==> config.mk <==
export PLATFORM = sky130hd
export DESIGN_NAME = if_fetch_unit_flat
export DESIGN_NICKNAME = d
export VERILOG_FILES = /design/src/rtl/if_fetch_unit_pkg.sv /design/src/rtl/if_fetch_unit_if.sv /design/src/rtl/if_fetch_unit_fetch_pc_reg.sv /design/src/rtl/if_fetch_unit.sv /design/src/flat_wrapper.sv
export SDC_FILE = /design/constraint.sdc
export NUM_CORES = 1
export LEC_CHECK = 0
export ABC_AREA = 1
export CAP_MARGIN = 10
export CORE_UTILIZATION = 49
export CTS_CLUSTER_SIZE = 20
export DETAILED_ROUTE_END_ITERATION = 10
export GPL_TIMING_DRIVEN = 0
export PLACE_DENSITY = 0.86
export SYNTH_ARGS = -nofsm -noshare
export SYNTH_HDL_FRONTEND = slang
export SYNTH_SLANG_ARGS = --single-unit
export TNS_END_PERCENT = 50
==> constraint.sdc <==
create_clock -name clk -period 2.05 [get_ports clk]
set_clock_uncertainty 0.1 [all_clocks]
set_input_delay 0.41 -clock clk [delete_from_list [all_inputs] [get_ports clk]]
set_output_delay 0.41 -clock clk [all_outputs]
set_load 0.02 [all_outputs]
==> src/rtl/if_fetch_unit_pkg.sv <==
// Shared definitions for the instruction-fetch stage: FSM states and the
// default program counter constants.
package if_fetch_unit_pkg;

  typedef enum logic [1:0] {
    IDLE  = 2'd0,
    FETCH = 2'd1,
    HOLD  = 2'd2
  } fetch_state_t;

  localparam logic [31:0] RESET_PC_DEFAULT = 32'h00400000;
  localparam logic [31:0] PC_INCR          = 32'h00000004;

endpackage

==> src/rtl/if_fetch_unit_if.sv <==
// Instruction-memory request/acknowledge bus between the fetch stage
// (master) and the instruction memory (slave).
interface if_fetch_unit_if #(
  parameter int NBits = 32
);

  logic             imem_req_o;
  logic [NBits-1:0] imem_addr_o;
  logic             imem_ack_i;
  logic [NBits-1:0] imem_rdata_i;

  modport master (
    output imem_req_o,
    output imem_addr_o,
    input  imem_ack_i,
    input  imem_rdata_i
  );

  modport slave (
    input  imem_req_o,
    input  imem_addr_o,
    output imem_ack_i,
    output imem_rdata_i
  );

endinterface

==> src/rtl/if_fetch_unit_fetch_pc_reg.sv <==
// Program counter register: word-aligned load of a redirect target or a
// sequential +4 step, reset to the text segment base.
module fetch_pc_reg
  import if_fetch_unit_pkg::*;
#(
  parameter int               NBits    = 32,
  parameter logic [NBits-1:0] RESET_PC = NBits'(RESET_PC_DEFAULT)
) (
  input  logic             clk,
  input  logic             reset,
  input  logic             load,
  input  logic             incr,
  input  logic [NBits-1:0] target,
  output logic [NBits-1:0] pc
);

  localparam logic [NBits-1:0] ALIGN_MASK = ~NBits'(3);
  localparam logic [NBits-1:0] STEP       = NBits'(PC_INCR);

  // Load takes priority; the increment wraps naturally at 2^NBits.
  always_ff @(posedge clk or negedge reset) begin
    if (!reset) begin
      pc <= RESET_PC;
    end else if (load) begin
      pc <= target & ALIGN_MASK;
    end else if (incr) begin
      pc <= pc + STEP;
    end
  end

endmodule

==> src/rtl/if_fetch_unit.sv <==
// Instruction-fetch stage: owns the PC, fetches words over a req/ack bus and
// presents {pc, pc+4, instruction, valid} to the IF/ID register.
module if_fetch_unit
  import if_fetch_unit_pkg::*;
#(
  parameter int               NBits    = 32,
  parameter logic [NBits-1:0] RESET_PC = NBits'(RESET_PC_DEFAULT)
) (
  input  logic                  clk,
  input  logic                  reset,
  input  logic                  stall_i,
  input  logic                  redirect_i,
  input  logic [NBits-1:0]      redirect_pc_i,
  if_fetch_unit_if.master       imem,
  output logic [NBits-1:0]      pc_o,
  output logic [NBits-1:0]      pc_plus_4_o,
  output logic [NBits-1:0]      instruction_o,
  output logic                  valid_o
);

  localparam logic [NBits-1:0] STEP = NBits'(PC_INCR);

  fetch_state_t     state;
  logic             req_r;
  logic             redirect_pending;
  logic [NBits-1:0] pending_pc;
  logic [NBits-1:0] pc_r;
  logic [NBits-1:0] pc_target;
  logic             pc_load;
  logic             pc_incr;

  assign imem.imem_req_o  = req_r;
  assign imem.imem_addr_o = pc_r;

  // The PC only moves at an ack or on a redirect outside FETCH, which keeps
  // the address stable for the whole life of an outstanding request.
  always_comb begin
    pc_load   = 1'b0;
    pc_incr   = 1'b0;
    pc_target = redirect_pc_i;
    case (state)
      IDLE: pc_load = redirect_i;
      FETCH: begin
        if (imem.imem_ack_i) begin
          if (redirect_i || redirect_pending) begin
            pc_load   = 1'b1;
            pc_target = redirect_i ? redirect_pc_i : pending_pc;
          end else begin
            pc_incr = 1'b1;
          end
        end
      end
      HOLD: pc_load = redirect_i;
      default: ;
    endcase
  end

  fetch_pc_reg #(
    .NBits    (NBits),
    .RESET_PC (RESET_PC)
  ) u_pc_reg (
    .clk    (clk),
    .reset  (reset),
    .load   (pc_load),
    .incr   (pc_incr),
    .target (pc_target),
    .pc     (pc_r)
  );

  // A redirect seen while waiting is parked until the ack, so the memory
  // transaction completes before the stale data is thrown away.
  always_ff @(posedge clk or negedge reset) begin
    if (!reset) begin
      state            <= IDLE;
      req_r            <= 1'b0;
      valid_o          <= 1'b0;
      pc_o             <= '0;
      pc_plus_4_o      <= '0;
      instruction_o    <= '0;
      redirect_pending <= 1'b0;
      pending_pc       <= '0;
    end else begin
      case (state)
        IDLE: begin
          state <= FETCH;
          req_r <= 1'b1;
        end
        FETCH: begin
          if (!imem.imem_ack_i) begin
            if (redirect_i) begin
              redirect_pending <= 1'b1;
              pending_pc       <= redirect_pc_i;
            end
          end else if (redirect_i || redirect_pending) begin
            redirect_pending <= 1'b0;
            req_r            <= 1'b1;
          end else begin
            instruction_o <= imem.imem_rdata_i;
            pc_o          <= pc_r;
            pc_plus_4_o   <= pc_r + STEP;
            valid_o       <= 1'b1;
            req_r         <= 1'b0;
            state         <= HOLD;
          end
        end
        HOLD: begin
          if (redirect_i || !stall_i) begin
            valid_o <= 1'b0;
            req_r   <= 1'b1;
            state   <= FETCH;
          end
        end
        default: begin
          state   <= IDLE;
          req_r   <= 1'b0;
          valid_o <= 1'b0;
        end
      endcase
    end
  end

endmodule
==> src/flat_wrapper.sv <==
// flat-port wrapper written by rule: the top's interface ports become plain ports
module if_fetch_unit_flat import if_fetch_unit_pkg::*;
#(
  parameter int               NBits    = 32,
  parameter logic [NBits-1:0] RESET_PC = NBits'(RESET_PC_DEFAULT)
)
  (clk, reset, stall_i, redirect_i, redirect_pc_i, pc_o, pc_plus_4_o, instruction_o, valid_o, imem_imem_req_o, imem_imem_addr_o, imem_imem_ack_i, imem_imem_rdata_i);
  if_fetch_unit_if #(.NBits(NBits)) imem_i ();
  input  logic clk;
  input  logic reset;
  input  logic stall_i;
  input  logic redirect_i;
  input  logic [NBits-1:0] redirect_pc_i;
  output logic [NBits-1:0] pc_o;
  output logic [NBits-1:0] pc_plus_4_o;
  output logic [NBits-1:0] instruction_o;
  output logic valid_o;
  output wire logic [$bits(imem_i.imem_req_o)-1:0] imem_imem_req_o;
  output wire logic [$bits(imem_i.imem_addr_o)-1:0] imem_imem_addr_o;
  input wire logic [$bits(imem_i.imem_ack_i)-1:0] imem_imem_ack_i;
  input wire logic [$bits(imem_i.imem_rdata_i)-1:0] imem_imem_rdata_i;
  assign imem_imem_req_o = imem_i.imem_req_o;
  assign imem_imem_addr_o = imem_i.imem_addr_o;
  assign imem_i.imem_ack_i = imem_imem_ack_i;
  assign imem_i.imem_rdata_i = imem_imem_rdata_i;
  if_fetch_unit #(.NBits(NBits), .RESET_PC(RESET_PC)) u_core (.clk(clk), .reset(reset), .stall_i(stall_i), .redirect_i(redirect_i), .redirect_pc_i(redirect_pc_i), .imem(imem_i), .pc_o(pc_o), .pc_plus_4_o(pc_plus_4_o), .instruction_o(instruction_o), .valid_o(valid_o));
endmodule
==> impl_metrics.tcl <==
set metrics [dict create \
    grt_use_total 0.3064 \
    rsz0062_at_grt "no" \
    remaining_drc_errors 1 \
    post-place-ws_ns -0.3015 \
    synth_seq_cells 157 \
    crit_chain "clkdlybuf4s50_1" \
    final_area_um2 10430 \
    fp-row-count 45 \
    leakagePower_uw 0.005222 \
    crit_fanout 5 \
    antenna_found_initial 0 \
    period_share 0.9860 \
    fin_cells 1406 \
    hpwl_mm 17.18 \
    period_needed_ns 2.021 \
    switchingPower_uw 7270 \
    wirelength_mm 23.45 \
    seq_area_frac_synth 0.5199 \
    synth_warnings 0 \
    fp.dieW_um 126.2 \
    grt_pass1_vias 7070 \
    combPwrFrac 0.455 \
    end_kind "primary output" \
    power_density_nw_per_um2 1655 \
    slew_headroom 0.6594 \
    crit_buf_inv 1 \
    n_antenna_cell 0 \
    max_stage_delay_ns 0.64 \
    cts_setup_buffers 0 \
    start_util 0.4990 \
    vias_per_cell 5.308 \
    setup.worst_path.class "reg -> out" \
    maxCapViolations 0 \
    critPathTopFamily "buffers and inverters" \
    nNetsFinal 1275 \
    failed_checks "DRC" \
    seqPwrFrac 0.337 \
    status "complete, but fails checks" \
    numPortBuffers 189 \
    coreArea_um2 15150 \
    synth_cell_type_count 34 \
    place_congestion 0.9442 \
    grt_max_degree 59 \
    netlist_area_um2 7558 \
    placed_area_um2 9761 \
    die_area_um2 15930 \
    slowest_stage "clkdlybuf4s50_1" \
    placedCellCount 1373 \
    clk_pin_slew_ns 0.06 \
    antenna_left 0 \
    worstSetupStartpointType "register" \
    layout-drive-gt1-share 0.07718 \
    cts_sinks 157 \
    p_sw_frac 0.4210 \
    crit_required_ns 1.54 \
    syn_avg_cell_area_um2 7.643 \
    arrival_ns 1.51 \
    cts_buffer_depth 2 \
    cts_buffers 17 \
    cts_tree "done" \
    setup_violations 0 \
    final_max_slew_viol_count 0 \
    p_clk_frac 0.208 \
    die_h_um 126.2 \
    drtIter0Drc 834 \
    irDropWorstVdd_mv 0.8131 \
    postSynthCellCount 989 \
    hold_viol 0 \
    worst_slew_pin_slew_ns 0.5108 \
    grt_pass1_wl_mm 37.12 \
    cts-root-buf "clkbuf_16" \
    firstDrtPassIters 9 \
    max_freq_mhz 494.7 \
    htreeDepth 4 \
    setup_ws_ns 0.02875 \
    nFillCells 1211 \
    io_pins 199 \
    min_path_type "in -> reg" \
    layout_common_cells "nand2_1, clkdlybuf4s50_1, dfrtp_1" \
    layout_commonest_cell "nand2_1" \
    via_count 7463 \
    synthToLayoutAreaGrowth_pct 38.02 \
    p_int_uw 10000 \
    grt.overflow.total 0 \
    wl_per_cell_um 16.68 \
    clock_latency_ns 0.44 \
]
synthesized netlist by cell type:
master    instances  area, um^2
a21oi_2           1       8.760
o221ai_1          1       8.760
nand3_4           1       17.52
conb_1            1       3.750
buf_2            22       110.1
dfrtp_1         156        3904
o21ai_0          94       470.5
clkinv_1          1       3.750
nor2_8            2       40.04
nand3_1          27       135.1
or2_0             1       6.260
or2_2             4       25.02
nor2_1           61       229.0
xor2_1            7       61.31
inv_1            68       255.2
o22a_1            2       17.52
dfstp_2           1       26.28
ha_1              1       12.51
buf_1             2       7.510
buf_4             7       52.55
nor2_2            4       25.02
nand2_1         452        1697
o211ai_1          3       22.52
nand2_2           1       6.260
a21oi_1           4       20.02
o21bai_1          1       7.510
nand4_1           1       6.260
nor2_4            3       33.78
buf_6             4       45.04
o21ai_1          19       95.09
inv_2             6       22.52
nor3_1            2       10.01
a22oi_1          17       127.6
clkbuf_1         12       45.04
per-layer routing:
layer / track usage / vias to the layer above / part of all wire
met1: 0.4030 / 3550 / 0.42
met3: 0.05692 / 48 / 0.073
met5: 0 / - / 0
met2: 0.4979 / 348 / 0.49
li1: - / 3517 / -
met4: 0.1311 / 0 / 0.025
cells by family (layout without fill, tap and decap cells):
family,Yosys count,after routing,synth area share
compound gates,142,142,0.1030
xor+xnor,7,7,0.008111
fa+ha+maj,1,1,0.001655
buf+inv,122,346,0.07168
flops,157,157,0.5199
other cells,1,6,0.0004961
simple gates,559,559,0.2952
metrics by stage:
step | total power, uW | TNS [ns] | hold WS (ns) | util
floorplan | 9871 | 0 | 0.01441 | -
global placement | 13450 | -936.40 | 0.3530 | 0.6407
finish | 17270 | 0 | 0.3195 | 0.6888
detailed placement | 13690 | -27.07 | 0.2609 | 0.6444
CTS | 17230 | 0 | 0.3161 | 0.6877
global route | 18250 | 0 | 0.3691 | 0.6888
worst paths after layout:
| kind | slack [ns] | depth (start not counted) | from | endpoint |
|---|---|---|---|---|
| min in group asynchronous | 0.36 | 2 | reset | u_core.pc_plus_4_o[23]$_DFFE_PN0P_ |
| worst min-delay path | 0.32 | 4 | redirect_i | u_core.pending_pc[2]$_DFFE_PN0P_ |
| max in group asynchronous | 0.56 | 4 | reset | u_core.pending_pc[23]$_DFFE_PN0P_ |
| worst max register to register | 0.07 | 10 | u_core.u_pc_reg.pc[3]$_DFFE_PN0P_ | u_core.u_pc_reg.pc[18]$_DFFE_PN0P_ |
| worst min register to register | 0.37 | 2 | u_core.instruction_o[14]$_DFFE_PN0P_ | u_core.instruction_o[14]$_DFFE_PN0P_ |
| worst max-delay path | 0.03 | 1 | u_core.u_pc_reg.pc[6]$_DFFE_PN0P_ | imem_imem_addr_o[6] |
sequential cells by signal, summed over array words and instances (netlist names):
signal / cells
u_core.state: 2
u_core.redirect_pending: 1
u_core.pending_pc: 30
u_core.pc_plus_4_o: 30
u_core.instruction_o: 32
u_core.imem.imem_req_o: 1
u_core.u_pc_reg.pc: 30
u_core.pc_o: 30
u_core.valid_o: 1
power groups by stage:
stage | combinational, uW | sequential [uW] | clock [uW]
2_1_floorplan | 2940 | 6930 | 0
6_report | 7860 | 5820 | 3580
3_3_place_gp | 7700 | 5760 | 0
4_1_cts | 7850 | 5770 | 3610
3_5_place_dp | 7900 | 5790 | 0
5_1_grt | 8530 | 5980 | 3740
repair_timing:
action	CTS	global route
resized for setup	21	6
cloned	0	0
hold buffers	1	0
pin swaps	0	1
hold endpoints to repair	44	0
endpoints found under the setup margin	20	13
area by class of cell:
class                      count  area (um^2)  area share
timing repair buffer         192         1941      0.1860
buffer                        47        260.3     0.02495
multi-input combinational    715         3113      0.2984
inverter                      75        281.5     0.02698
tap                          188        235.2     0.02255
clock buffer                  17        425.4     0.04078
clock inverter                15        244.0     0.02339
sequential                   157         3933      0.3769
Note: power is estimated with default switching activity, not from simulation.
